<file path="config.mk">
export PLATFORM = sky130hd
export DESIGN_NAME = bash_line_port
export DESIGN_NICKNAME = d
export VERILOG_FILES = /design/src/rtl/bash_line_port.sv
export SDC_FILE = /design/constraint.sdc
export NUM_CORES = 1
export LEC_CHECK = 0
export ABC_CLOCK_PERIOD_IN_PS = 2400
export CAP_MARGIN = 0
export CORE_MARGIN = 2
export CORE_UTILIZATION = 23
export DETAILED_ROUTE_END_ITERATION = 16
export SYNTH_ARGS = -nofsm -noshare
export SYNTH_HDL_FRONTEND = slang
export SYNTH_SLANG_ARGS = --single-unit
</file>
<file path="constraint.sdc">
create_clock -name clk -period 2.4 [get_ports clk]
set_input_delay 0.24 -clock clk [delete_from_list [all_inputs] [get_ports clk]]
set_output_delay 0.24 -clock clk [all_outputs]
set_load 0.03 [all_outputs]
</file>
<file path="src/rtl/bash_line_port.sv">
`timescale 1ns/1ps
// Terminal-side endpoint of the bash line interface: line editing with echo, line hand-off, reply printing.
// Optional "$ " prompt after reset and after each reply is enabled by defining BASH_PROMPT_EN.
module bash_line_port #(
   parameter int unsigned LINE_MAX = 32,
   parameter logic [7:0]  NEWLINE  = 8'h0A
) (
   input  logic       clk,
   input  logic       rst,
   input  logic [7:0] key_data,
   input  logic       key_valid,
   output logic       key_ready,
   output logic [7:0] char_data,
   output logic       char_valid,
   input  logic       char_ready,
   output logic       out_newASCII_ready,
   output logic [5:0] out_lineLen,
   output logic [7:0] lineOut,
   input  logic       lineOut_nextASCII,
   input  logic       in_newASCII_ready,
   input  logic [7:0] lineIn,
   output logic       lineIn_nextASCII,
   input  logic       in_solved,
   output logic       out_solved
);

   localparam int unsigned AW = (LINE_MAX > 1) ? $clog2(LINE_MAX) : 1;

   typedef enum logic [2:0] {
`ifdef BASH_PROMPT_EN
      PROMPT,
`endif
      EDIT,
      ECHO,
      SEND,
      PRINT_FETCH,
      PRINT_WAIT,
      ACK,
      ACK_NL
   } state_t;

`ifdef BASH_PROMPT_EN
   localparam state_t IDLE_ST = PROMPT;
   logic prompt_sel_q;
`else
   localparam state_t IDLE_ST = EDIT;
`endif

   state_t     state_q, ret_q;
   logic [5:0] len_q, idx_q;
   logic [7:0] line_q [LINE_MAX];
   logic [7:0] char_data_q, line_out_q;
   logic       char_valid_q, nl_ready_q, lin_next_q, solved_q;
   logic       key_fire, key_eol, key_bs, has_room;

   assign key_ready = (state_q == EDIT) && !char_valid_q && !in_newASCII_ready;
   assign key_fire  = key_valid && key_ready;
   assign key_eol   = (key_data == 8'h0D) || (key_data == 8'h0A);
   assign key_bs    = (key_data == 8'h08);
   assign has_room  = (len_q < 6'(LINE_MAX));

   assign char_data          = char_data_q;
   assign char_valid         = char_valid_q;
   assign out_newASCII_ready = nl_ready_q;
   assign out_lineLen        = len_q;
   assign lineOut            = line_out_q;
   assign lineIn_nextASCII   = lin_next_q;
   assign out_solved         = solved_q;

   // Line storage carries no reset; len_q alone defines the valid contents.
   always_ff @(posedge clk) begin
      if (key_fire && !key_eol && !key_bs && has_room)
         line_q[AW'(len_q)] <= key_data;
   end

   always_ff @(posedge clk or posedge rst) begin
      if (rst) begin
         state_q      <= IDLE_ST;
         ret_q        <= EDIT;
         len_q        <= '0;
         idx_q        <= '0;
         char_data_q  <= '0;
         char_valid_q <= 1'b0;
         line_out_q   <= '0;
         nl_ready_q   <= 1'b0;
         lin_next_q   <= 1'b0;
         solved_q     <= 1'b0;
`ifdef BASH_PROMPT_EN
         prompt_sel_q <= 1'b0;
`endif
      end else begin
         lin_next_q <= 1'b0;
         solved_q   <= 1'b0;
         if (char_valid_q && char_ready)
            char_valid_q <= 1'b0;

         case (state_q)
`ifdef BASH_PROMPT_EN
            PROMPT: begin
               if (!char_valid_q) begin
                  char_data_q  <= prompt_sel_q ? 8'h20 : 8'h24;
                  char_valid_q <= 1'b1;
                  prompt_sel_q <= !prompt_sel_q;
                  if (prompt_sel_q) begin
                     ret_q   <= EDIT;
                     state_q <= ECHO;
                  end
               end
            end
`endif
            EDIT: begin
               // A pending reply pre-empts key acceptance (key_ready is low).
               if (in_newASCII_ready) begin
                  state_q <= PRINT_FETCH;
               end else if (key_fire) begin
                  if (key_eol) begin
                     char_data_q  <= NEWLINE;
                     char_valid_q <= 1'b1;
                     ret_q        <= SEND;
                     state_q      <= ECHO;
                  end else if (key_bs) begin
                     if (len_q != 6'd0) begin
                        len_q        <= len_q - 6'd1;
                        char_data_q  <= 8'h08;
                        char_valid_q <= 1'b1;
                     end
                  end else if (has_room) begin
                     len_q        <= len_q + 6'd1;
                     char_data_q  <= key_data;
                     char_valid_q <= 1'b1;
                  end
               end
            end
            ECHO: begin
               if (!char_valid_q) begin
                  state_q <= ret_q;
                  if (ret_q == SEND) begin
                     nl_ready_q <= 1'b1;
                     idx_q      <= '0;
                     line_out_q <= (len_q != 6'd0) ? line_q[0] : 8'h00;
                  end
               end
            end
            SEND: begin
               if (lineOut_nextASCII) begin
                  if (idx_q < len_q) begin
                     idx_q      <= idx_q + 6'd1;
                     line_out_q <= ((idx_q + 6'd1) < len_q) ? line_q[AW'(idx_q + 6'd1)] : 8'h00;
                  end else begin
                     nl_ready_q <= 1'b0;
                     idx_q      <= '0;
                     len_q      <= '0;
                     line_out_q <= '0;
                     state_q    <= EDIT;
                  end
               end
            end
            PRINT_FETCH: begin
               if (in_solved) begin
                  solved_q <= 1'b1;
                  state_q  <= ACK;
               end else if ((lineIn != 8'h00) && in_newASCII_ready && !char_valid_q) begin
                  char_data_q  <= lineIn;
                  char_valid_q <= 1'b1;
                  lin_next_q   <= 1'b1;
                  state_q      <= PRINT_WAIT;
               end
            end
            PRINT_WAIT: begin
               if (char_valid_q && char_ready)
                  state_q <= PRINT_FETCH;
            end
            ACK: begin
               state_q <= ACK_NL;
            end
            ACK_NL: begin
               if (!in_solved && !char_valid_q) begin
                  char_data_q  <= NEWLINE;
                  char_valid_q <= 1'b1;
                  ret_q        <= IDLE_ST;
                  state_q      <= ECHO;
               end
            end
            default: state_q <= EDIT;
         endcase
      end
   end

endmodule
</file>
==> results of run 1 <==
[how the worst min path moves through the flow]
stage / slack [ps] / cells past startpoint / startpoint / to
2_1_floorplan: 310 / 1 / in_solved / lineIn_nextASCII
3_3_place_gp: 500 / 2 / out_newASCII_ready / out_newASCII_ready
3_5_place_dp: 510 / 2 / out_newASCII_ready / out_newASCII_ready
4_1_cts: 170 / 2 / rst / state_q[1]
5_1_grt: 200 / 2 / rst / state_q[1]
6_report: 160 / 2 / rst / state_q[1]
[repair_timing]
| action | in CTS | in global routing |
|---|---|---|
| hold buffers | 0 | 0 |
| resized for setup | 1 | 5 |
| cloned | 0 | 0 |
| setup endpoints to repair | 1 | 19 |
| setup buffers | 0 | 1 |
| pin swaps | 0 | 1 |
[placed cells by master, fill, tap and decap left out, drive strengths merged, types with 8 or more instances in the layout]
cell	instances
mux4	64
nand4	13
nand2	93
nor3	11
dfrtp	36
ha	13
a21oi	15
a22oi	8
nor2	42
mux2	8
o21ai	26
inv	14
nand3	47
clkbuf	48
buf	127
clkdlybuf4s50	48
edfxtp	256
[worst max-delay path, cell delays in order]
cell	delay, ps
clkdlybuf4s50_1	420
buf_4	190
nor4_4	290
and3_2	240
xnor2_1	130
ha_1	190
inv_1	60
nor4_1	360
a211oi_1	90
o41ai_1	260
o41ai_1	130
[Yosys cell counts, types with 3 or more instances]
master / count
edfxtp_1: 256
nor3b_1: 5
a22o_1: 4
a22oi_1: 8
o211ai_1: 4
mux2_4: 7
buf_1: 6
clkbuf_1: 16
a21boi_0: 3
mux2i_1: 4
a211o_1: 3
inv_1: 11
nor2b_1: 3
o21ai_1: 5
nand2_1: 91
and2_1: 3
and3_1: 4
nor2_1: 41
o21ai_0: 21
a21o_1: 3
nand3_1: 47
xor2_1: 4
xnor2_1: 5
o22ai_1: 4
buf_2: 15
ha_1: 13
dfrtp_1: 36
nand2b_1: 5
mux4_2: 64
nand4_1: 13
nor3_1: 7
or3_1: 4
a21oi_1: 12
a211oi_1: 3
nor4_1: 6
[metal layers]
| layer | wire, um | global-route usage (%) | up-vias |
|---|---|---|---|
| li1 | - | - | 3433 |
| met1 | 13600 | 14.4 | 3886 |
| met2 | 15800 | 19.0 | 231 |
| met3 | 2290 | 2.82 | 43 |
| met4 | 762 | 4.17 | 2 |
| met5 | 12 | 0 | - |
[stage by stage]
step	total power (W)	setup TNS, ps	cell area (um^2)	worst slack (ps)
global route	0.0171	0	15900	2.75
detailed placement	0.0117	-51580	14800	-435
finish	0.0163	0	15900	150
CTS	0.0164	0	15900	82.6
global placement	0.0116	-29670	14800	-381
floorplan	0.00946	0	12600	8.44
[layout make-up]
cell class	count	area (um^2)	area share, %
Sequential cell	292	8590	54.0
Clock inverter	11	72.6	0.456
Tap cell	696	871	5.47
Clock buffer	48	955	5.99
Timing Repair Buffer	175	1610	10.1
Inverter	12	45.0	0.283
Multi-Input combinational cell	440	3780	23.7
[registers in the layout (all words and copies together), names as in the netlist]
name,flops
idx_q,6
out_newASCII_ready,1
char_valid,1
lineIn_nextASCII,1
char_data,8
out_lineLen,6
line_q,256
lineOut,8
ret_q,1
out_solved,1
state_q,3
[cells by family (layout without fill, tap and decap cells)]
kind of cell	count (synthesis)	count (layout)	share of synthesized area [%]
AOI/OAI and AO/OA	88	88	4.78
xor gates and xnor gates	9	9	0.628
adders and majority gates	13	13	1.30
buffers and inverters	53	246	1.86
DFF	292	292	68.4
muxes	76	76	12.7
and+or+nand+nor	254	254	10.3
[power by group through the flow]
stage / clock [W] / sequential [W] / combinational (W)
after global placement: 0 / 0.00612 / 0.00548
final: 0.00475 / 0.00602 / 0.00556
after global routing: 0.00506 / 0.00605 / 0.00599
after floorplan: 0 / 0.00645 / 0.00301
after detailed placement: 0 / 0.00612 / 0.00553
after CTS: 0.00485 / 0.00602 / 0.00555
==> impl_results.md, run 1 <==
- Status: finished clean
- Drt wl/cell: 19.4 um
- Worst reg-to-reg setup slack: 170 ps
- Pint: approximately 0.011 W
- R2R Path End: line_q[6][2]
- Post-Syn Nets: just over 800
- Synthesized area: 12,500 um^2
- Ant. Diodes: 0
- Clock slew at reported path FFs: roughly 60 ps
- Yosys Warn Count: 0
- Netlist cell types: 70
- Maximum vdd drop: 503 uV
- # IOs: 50
- Period utilization: a little over nine tenths
- All-Layer GR Usage: 11.4%
- Die height: 238 um
- CTS buffer count: 34
- Skew-Pair Late Insertion Delay: roughly 500 ps
- Avg Cell Area, Syn: around 16 um^2
- WHS: 162 ps
- Share of layout cells above drive strength 1: 28.1%
- DPL Wire Length: 22,300 um
- Via/cell ratio: 4.54
- Remaining DRCs: 0
- Sink Count: 292
- First-pass GRT wire length: 48,700 um
- Reg power frac: 36.9%
- Static Leak: 5.41 nW
- Fmax: 444 MHz
- CP startpoint kind: input pin
- P&R area growth vs syn: 26.9%
- RePlAce Congestion: between 0.7 and 0.8
- Remaining global-route overflow: 0
- Final core occ: approximately 30%
- Buffers on Ports: 49
- Logic pwr share: between 30% and 40%
- Final nets: 991
- Worst Setup SP: key_data[4]
- DRT antenna net count: 0
- CORE AREA: between 50,000 and 60,000 um^2
- Reg2reg path depth: 7
- Routed vias: 7,595
- Worst path arrival time: 2620 ps
- Final Max Tran Viols: 0
- Pre-antenna DRT Iters: 5
- Clock power share: between 20% and 30%
- Register area share after synthesis: 68.4%
- Final setup viols: 0
- Hold Crit Class: input pin to asynchronous set/reset pin
- # H-tree levels: 2
- P_sw: 0.00513 W
- DIE AREA: approximately 56,000 um^2
- Min Tclk post-route: 2250 ps
- Slew @ Worst Pin: ~690 ps
- Top-area cell type share of the netlist area: just over 60%
- Critical Path Sink Type: register
- Pwr Density: 1030 nW/um^2
- Final cell count without fillers: 1,674
- Initial Utilization: 23.3%
- Initial antenna violation count: 1
- Max-Cap Viols: 0
- Synthesized instance count: 785
- Critical path required time: 2770 ps
- Placed Cells: ~1.6k
- CTS tree: done
- Critical Path End: out_lineLen[4]
- Area contributors post-synth: edfxtp_1, mux4_2, dfrtp_1
- Vias in the first global route: between 7k and 8k
- Root Buffer: clkbuf_16
- RSZ-0062 raised after global routing: no
- Fillers: between 5k and 6k
- Worst R2R Start: state_q[0]
- DR iter-0 viols: 677
- Post-synth EDFFs: 256
- CP Max Fanout: 4
- Worst Skew: 14.8 ps
- Die X-Extent: 238 um
- Switching Fraction: 31.4%
- Core Rows: 85
- Fin. Hold Viols: 0
- Cell taking the most area after synthesis: edfxtp_1
- #FFs+latches synth: 292
- Worst Setup Path Type: input pin to register
- Routed WL: 32,400 um
- Async SR Flop Fraction: between 10% and 20%
- Worst-case clock buffer depth: 3
- Largest net degree at the start of global routing: 34
- Slew headroom: 54.1%
- Main flop type after synthesis: edfxtp_1
No activity file was read; power rests on OpenSTA's default activity.
==> run 2, diff against run 1 <==
CORE_UTILIZATION = 55   (was 23)
PLACE_DENSITY = 0.76   (was unset)
SLEW_MARGIN = 15   (was unset)
==> impl_results.md, run 2 (same netlist as run 1, synthesis figures left out) <==
- Maximum vdd drop: 875 uV
- Root Buffer: clkbuf_16
- Logic pwr share: 34.9%
- P_sw: between 0.005 and 0.006 W
- Final Max Tran Viols: 0
- Vias in the first global route: around 7.9k
- Largest net degree at the start of global routing: between 40 and 50
- CP Max Fanout: 8
- Initial antenna violation count: 1
- Slew @ Worst Pin: 1060 ps
- Worst path max stage delay: between 500 and 600 ps
- DPL Wire Length: 20,500 um
- Switching Fraction: 33.4%
- Commonest non-fill, non-tap cell in the layout: edfxtp_1
- Reg power frac: a little under two fifths
- Routed WL: 30,700 um
- Dpl ws: -596 ps
- Max-Cap Viols: 0
- DIE AREA: ~24,000 um^2
- Buf/Inv on CP: 0
- Worst Skew: between 20 and 30 ps
- CTS tree: done
- Clock slew at reported path FFs: around 60 ps
- Remaining global-route overflow: 0
- Buffers on Ports: 49
- Worst Setup Path Type: register to register
- # H-tree levels: 1
- DRT antenna net count: 0
- Share of layout cells above drive strength 1: 29.4%
- Sink Count: roughly 300
- Skew-Pair Late Insertion Delay: 580 ps
- Final setup viols: 0
- Critical path required time: 2600 ps
- Final setup TNS: 0 ps
- Most frequent cells in the layout: edfxtp_1, nand2_1, buf_4
- Biggest register: line_q
- Worst path arrival time: around 2500 ps
- Routed vias: 7,846
- Worst-case clock buffer depth: 3
- P&R area growth vs syn: 20.7%
- Max reg flops: 256
- DR iter-0 viols: 988
- CTS buffer count: 29
- Remaining DRCs: 0
- Drt wl/cell: 25.2 um
- Via/cell ratio: roughly 6.4
- Final nets: 947
- Status: finished clean
- Critical Path Sink Type: register
- Core Rows: 55
- Slew headroom: 29.2%
- Initial Utilization: between 50 and 60%
- Pwr Density: between 1000 and 1500 nW/um^2
- CP startpoint kind: register
- Pint: 0.0106 W
- Static Leak: 5.10 nW
- Fin. Hold Viols: 0
- CORE AREA: 22,500 um^2
- Clock power share: 27.3%
- Hold Crit Class: input pin to asynchronous set/reset pin
- Die X-Extent: 155 um
- Die height: ~160 um
- Period utilization: 97.1%
- Critical path, cell by cell: nor2_1 -> and4b_2 -> and3_4 -> nand4_1 -> nor2_2
- Fmax: 429 MHz
- All-Layer GR Usage: 25.8%
- CP delay by family, top: simple AND/OR/NAND/NOR gates
- Hold_buf cts: 0
- # IOs: 50
- Pre-antenna DRT Iters: 6
- Cell count along the critical path: 5
- Min Tclk post-route: 2330 ps
- Final setup margin: 70.2 ps
- First-pass GRT wire length: roughly 46,000 um
- Reg2reg path depth: 5
- Critical path's slowest cell: nor2_2
- RSZ-0062 raised after global routing: yes
- RePlAce Congestion: about 0.88
[run 2: changes by cell type in the layout (fill, tap and decap cells not counted), moves of 6 or more]
cell       change
buf_4         -34
nor2_1        -32
nor2_4        +25
buf_12         -9
clkbuf_1       -7
nor2_2         +7
clkbuf_16      -6
[run 2: final cells by class]
class	instances	area (um^2)
Sequential cell	292	8590
Fill cell	1449	7350
Multi-Input combinational cell	440	4020
Timing Repair Buffer	136	1210
Clock buffer	33	751
Tap cell	285	357
Clock inverter	21	173
Inverter	12	45.0
Antenna cell	1	2.50
[run 2: worst paths after layout]
path,start,endpoint,slack (ps)
hold reg to reg,out_newASCII_ready,out_newASCII_ready,520
max in group asynchronous,rst,out_lineLen[5],1770
hold / removal,rst,out_lineLen[1],50
setup / recovery,state_q[0],line_q[27][5],70
min in group clk,char_ready,char_valid,300
setup reg to reg,state_q[0],line_q[27][5],70
[run 2: power by group through the flow]
| stage | Clock [W] | Combinational [W] | Sequential [W] |
|---|---|---|---|
| 6_report | 0.00437 | 0.00557 | 0.00604 |
| 5_1_grt | 0.00460 | 0.00593 | 0.00606 |
| 4_1_cts | 0.00442 | 0.00536 | 0.00602 |
| 3_5_place_dp | 0 | 0.00526 | 0.00612 |
| 3_3_place_gp | 0 | 0.00513 | 0.00610 |
| 2_1_floorplan | 0 | 0.00301 | 0.00645 |
[run 2: per-stage QoR]
step | hold WS, ps | total power (W) | std cells | util (%) | area, um^2
finish | 46.4 | 0.0160 | 1220 | 67.3 | 15200
global route | 82.5 | 0.0166 | 1220 | 67.3 | 15200
CTS | 61.3 | 0.0158 | 1213 | 66.1 | 14900
detailed placement | 496 | 0.0114 | 1159 | 61.6 | 13900
global placement | 497 | 0.0112 | 1159 | 61.6 | 13900
floorplan | 310 | 0.00946 | 785 | - | 12600
[run 2: metal layers]
layer / share of wire, % / up-vias / GRT usage [%]
met2: 47 / 454 / 40.8
met3: 9.7 / 69 / 4.46
met4: 3.2 / 0 / 9.66
met1: 40 / 3963 / 36.7
met5: 0 / - / 0
li1: - / 3360 / -
[run 2: what timing repair did]
action                                  4_1_cts  5_1_grt
pin swaps                                     0        8
buffers inserted                              0        6
endpoints found under the setup margin      249      269
resized for setup                            32       51
==> run 3, diff against run 2 <==
CTS_CLUSTER_DIAMETER = 40   (was unset)
GPL_TIMING_DRIVEN = 0   (was unset)
==> impl_results.md, run 3 (same netlist as run 1, synthesis figures left out) <==
- Final core occ: 68.2%
- Remaining DRCs: 0
- WHS: 226 ps
- Static Leak: 5.13 nW
- Worst R2R Start: state_q[2]
- Critical path required time: 2540 ps
- DPL Wire Length: 17,800 um
- Worst Setup SP: state_q[2]
- Area after DPL: approximately 13,000 um^2
- Power Total: around 0.017 W
- Initial antenna violation count: 0
- Via/cell ratio: 6.36
- Hold Crit Start: key_data[3]
- First-pass GRT wire length: approximately 45,000 um
- Fin. Hold Viols: 0
- Placed Cells: 1,120
- Period utilization: 103%
- Routed WL: 30,000 um
- CP Max Fanout: 8
- Slew headroom: 21.0%
- Buffers on Ports: 49
- Critical Path Sink Type: register
- Switching Fraction: 33.4%
- Failing checks: negative setup slack
- Slew @ Worst Pin: around 1200 ps
- DIE AREA: 24,000 um^2
- Worst path arrival time: approximately 2600 ps
- Commonest non-fill, non-tap cell in the layout: edfxtp_1
- Final nets: 937
- Max reg flops: between 200 and 300
- Vias in the first global route: 7,498
- Pre-antenna DRT Iters: 5
- Die height: 155 um
- # H-tree levels: 2
- RSZ-0062 raised after global routing: yes
- DR iter-0 viols: 1,073
- Most frequent cells in the layout: edfxtp_1, nand2_1, mux4_2
- Logic pwr share: 33.1%
- Core Rows: 55
- CP startpoint kind: register
- Final Max Tran Viols: 0
- Hold Crit Class: input pin to register
- Fmax: 406 MHz
- Worst Skew: 21.1 ps
- Maximum vdd drop: 763 uV
- Die X-Extent: 155 um
- CTS tree: done
- Final cell count without fillers: about 1.2k
- Clock power share: 30.7%
- Root Buffer: clkbuf_16
- CORE AREA: 22,500 um^2
- Share of layout cells above drive strength 1: about 30%
- Min Tclk post-route: 2460 ps
- Worst-case clock buffer depth: 3
- Reg power frac: a little over a third
- Drt wl/cell: 24.7 um
- Routed vias: 7,716
- All-Layer GR Usage: between 20% and 30%
- Remaining global-route overflow: 0
- P_sw: 0.00558 W
- Skew-Pair Late Insertion Delay: about 520 ps
- Status: finished, violations left
- Clock slew at reported path FFs: ~60 ps
- CTS buffer count: 36
- Final setup margin: -64.1 ps
- Largest net degree at the start of global routing: just over 40
- RePlAce Congestion: 0.892
- Worst Setup Path Type: register to register
- P&R area growth vs syn: 22.4%
- # IOs: 50
- Ant. Diodes: 0
- Pwr Density: 1090 nW/um^2
- Max-Cap Viols: 0
- DRT antenna net count: 0
- Sink Count: about 290
- Biggest register: line_q
- Fin area: 15,400 um^2
- Final setup viols: 25
- Initial Utilization: 55.8%
- Pint: 0.0111 W
## run 3: cell types whose count changed in the layout (fill, tap and decap cells not counted), moves of 5 or more
cell	change
buf_4	-53
buf_2	+13
clkbuf_1	+10
clkdlybuf4s50_1	-8
clkbuf_16	+7
clkbuf_4	+7
clkinv_2	-7
buf_12	+5
o21ai_0	-5
## run 3: what timing repair did
item	in CTS	in global routing
gates resized for setup	63	83
pin swaps	8	20
gates cloned	0	0
setup buffers	9	21
hold buffers	1	0
endpoints found under the setup margin	274	254
hold endpoints to repair	8	0
## run 3: cell type report
class | count | area [um^2]
clock inverters | 21 | 184
inverters | 12 | 51.3
clock buffers | 44 | 961
fillers | 1416 | 7150
repair buffers | 81 | 835
multi-input cells | 440 | 4130
well taps | 285 | 357
plain buffers | 38 | 244
flip-flops and latches | 292 | 8590
## run 3: critical path: stages (launching register included)
cell	delay (ps)
dfrtp_1	440
nor2_1	200
and4b_2	340
and3_2	260
nand4_1	320
nor2_2	540
## run 3: path summary, 6_finish.rpt
check                           endpoint  slack (ps)  depth (start not counted)
max                        line_q[24][1]         -60                          5
min                        line_q[13][3]         230                          1
max reg2reg                line_q[24][1]         -60                          5
min reg2reg                   lineOut[0]         500                          2
max in group asynchronous       idx_q[1]        1350                          4
min in group asynchronous     lineOut[0]         550                          3
## run 3: power groups by stage
| stage | clock (W) | sequential (W) | combinational, W |
|---|---|---|---|
| after floorplan | 0 | 0.00645 | 0.00301 |
| after global routing | 0.00536 | 0.00608 | 0.00588 |
| after CTS | 0.00517 | 0.00602 | 0.00507 |
| final | 0.00512 | 0.00605 | 0.00552 |
| after detailed placement | 0 | 0.00611 | 0.00487 |
| after global placement | 0 | 0.00612 | 0.00482 |
## run 3: per-stage QoR
| stage | setup TNS, ps | setup WS [ps] |
|---|---|---|
| global route | -5180 | -141 |
| floorplan | 0 | 8.44 |
| CTS | -24890 | -193 |
| global placement | -420390 | -1700 |
| finish | -735 | -64.1 |
| detailed placement | -171630 | -772 |
## run 3: per-layer routing
| metal | wire length, um | GRT usage [%] | vias to the layer above | part of all wire (%) |
|---|---|---|---|---|
| li1 | - | - | 3343 | - |
| met1 | 11500 | 36.1 | 3851 | 38 |
| met2 | 14500 | 39.3 | 440 | 48 |
| met3 | 2970 | 4.76 | 82 | 9.9 |
| met4 | 1100 | 7.89 | 0 | 3.7 |
| met5 | 0 | 0 | - | 0 |
==> edit (settings of run 2) <==
The option `BASH_PROMPT_EN` is turned on by a define.
--- a/src/rtl/bash_line_port.sv
+++ b/src/rtl/bash_line_port.sv
@@ -2,4 +2,6 @@
 // Terminal-side endpoint of the bash line interface: line editing with echo, line hand-off, reply printing.
 // Optional "$ " prompt after reset and after each reply is enabled by defining BASH_PROMPT_EN.
+`define BASH_PROMPT_EN
+
 module bash_line_port #(
    parameter int unsigned LINE_MAX = 32,
Formal check against the unedited RTL: not equivalent (a bounded check fails within 4 cycles, from zero or initial values and one cycle with rst high).
==> edit against run 2 <==
  * Hold slack better by 0.11 ns
  * Area after synthesis down 0.22%
  * Setup slack worse by 0.012 ns
  * Maximum frequency down 0.52%
  * Non-clock buffer count down 15
  * Final area down 0.59%
  * Die area down 0.21%
  * Count of clock-buffer cells in the layout up 1
  * Wire length down 0.19%
  * Sequential cell count up 2
  * Final cell count down 0.16%
  * Clock skew down 0.0079 ns
  * Total power down 7.1%
==> edit: results <==
{
  "synth_edf_count": 256,
  "nets": 946,
  "num_vias": 7811,
  "clock_tree.buffer_depth": 3,
  "fin_hold_ws_ns": 0.152,
  "clk_latency_ns": 0.56,
  "layout-drive-gt1-share": 0.275,
  "ys.flop_type": "edfxtp_1",
  "critical_path.max_fanout": 21,
  "arrival_ns": 2.76,
  "cts_hold_buf": 0,
  "grtUsageTotal": 0.258,
  "min_path_type": "in2async",
  "synth_cell_type_count": 64,
  "reg2reg_from": "out_lineLen[5]",
  "ir_drop_mv": 0.551,
  "nFillCells": 1474,
  "internal_power_mw": 10.2,
  "synth_area_leaders": "edfxtp_1 61%, mux4_2 12%, dfrtp_1 7.4%, nand2_1 2.7%, nand3_1 1.9%",
  "yosysSeqAreaShare": 0.690,
  "cts-htree-levels": 1,
  "grt_pass1_vias": 7547,
  "p_leak_nw": 5.03,
  "fin_cells": 1218,
  "syn_area_per_cell_um2": 15.7,
  "outcome": "finished clean",
  "drv_cap": 0,
  "cts-root-buf": "clkbuf_16",
  "place_area_um2": 13700,
  "grt_max_degree": 54,
  "clk_pin_slew_ns": 0.06,
  "io_buffers": 49,
  "firstDrtPassIters": 5,
  "grt_pass1_wl_um": 46200,
  "largest_reg_flops": 256,
  "r2r-end": "lineOut[1]",
  "antennaDiodeCount": 0,
  "rr_worst_depth": 7,
  "finClkSkew_ns": 0.0173,
  "post_drt_wl_per_cell_um": 25.2,
  "synthesis.nets": 832,
  "dp_hpwl_um": 19900,
  "reg2reg_slack_ns": 0.09,
  "ys.warnings.count": 0,
  "numCtsBuffers": 29,
  "synthTopCellsByCount": "256 x edfxtp_1, 90 x nand2_1, 64 x mux4_2",
  "synthArstFlopShare": 0.129,
  "max_flop_register": "line_q",
  "antenna_found_initial": 0,
  "drt_iter0_drc": 1046,
  "tightest_slew_ns": 1.17,
  "gp_congestion": 0.917
}
[edit: worst max path at each step]
stage                   startpoint             end  cells after the start  slack, ns
finish                 key_data[1]  out_lineLen[1]                      9       0.06
global route        out_lineLen[4]    char_data[1]                      9      -0.03
CTS                     state_q[2]   line_q[19][1]                      6      -0.06
detailed placement     key_data[7]   line_q[13][3]                      8      -0.58
global placement       key_data[7]   line_q[12][2]                      8      -0.52
floorplan                 idx_q[1]      lineOut[0]                     10      0.004
[edit: through the flow]
step	util	worst slack, ns
after detailed placement	0.609	-0.579
after floorplan	-	0.00417
after global placement	0.609	-0.515
after CTS	0.660	-0.0579
final	0.669	0.0581
after global routing	0.669	-0.0298
[edit: logic make-up after synthesis]
kind of cell / count (synthesis) / share of synthesized area
AO/OA/AOI/OAI: 101 / 0.0548
XOR/XNOR: 9 / 0.00630
adder cells (fa/ha/maj): 14 / 0.0138
buffers and inverters: 55 / 0.0176
flip-flops: 294 / 0.690
multiplexers: 72 / 0.124
AND/OR/NAND/NOR: 251 / 0.0937
[edit: worst max-delay path, stage by stage]
cell and delay, ns:
clkdlybuf4s50_1 0.46, buf_4 0.24, nor3_2 0.28, nand3_1 0.22, ha_1 0.27, or3_1 0.46
a211oi_1 0.30, buf_4 0.19, o21ai_0 0.08
[edit: layer usage]
layer	GRT usage	routed length [um]	vias to the layer above
met5	0	0	-
met4	0.0891	1040	0
met3	0.0437	3140	68
met2	0.392	14300	501
met1	0.386	12200	3896
li1	-	-	3346
[edit: cell type report]
class,count,area (um^2),area share
inverters,17,63.8,0.00424
repair buffers,121,1110,0.0736
multi-input cells,447,3980,0.264
clock buffers,34,744,0.0494
clock inverters,20,160,0.0106
well taps,285,357,0.0237
flip-flops and latches,294,8650,0.574
[edit: timing repair]
item	in CTS	in global routing
endpoints found under the setup margin	263	222
pin swaps	9	10
buffers inserted	3	11
gates resized for setup	62	21
[edit: power by group through the flow]
stage               Clock, mW  Sequential (mW)  Combinational [mW]
finish                   4.32             5.96                4.56
floorplan                   0             6.27                2.62
global placement            0             6.05                4.19
global route             4.57             5.98                4.88
CTS                      4.37             5.95                4.42
detailed placement          0             6.06                4.23
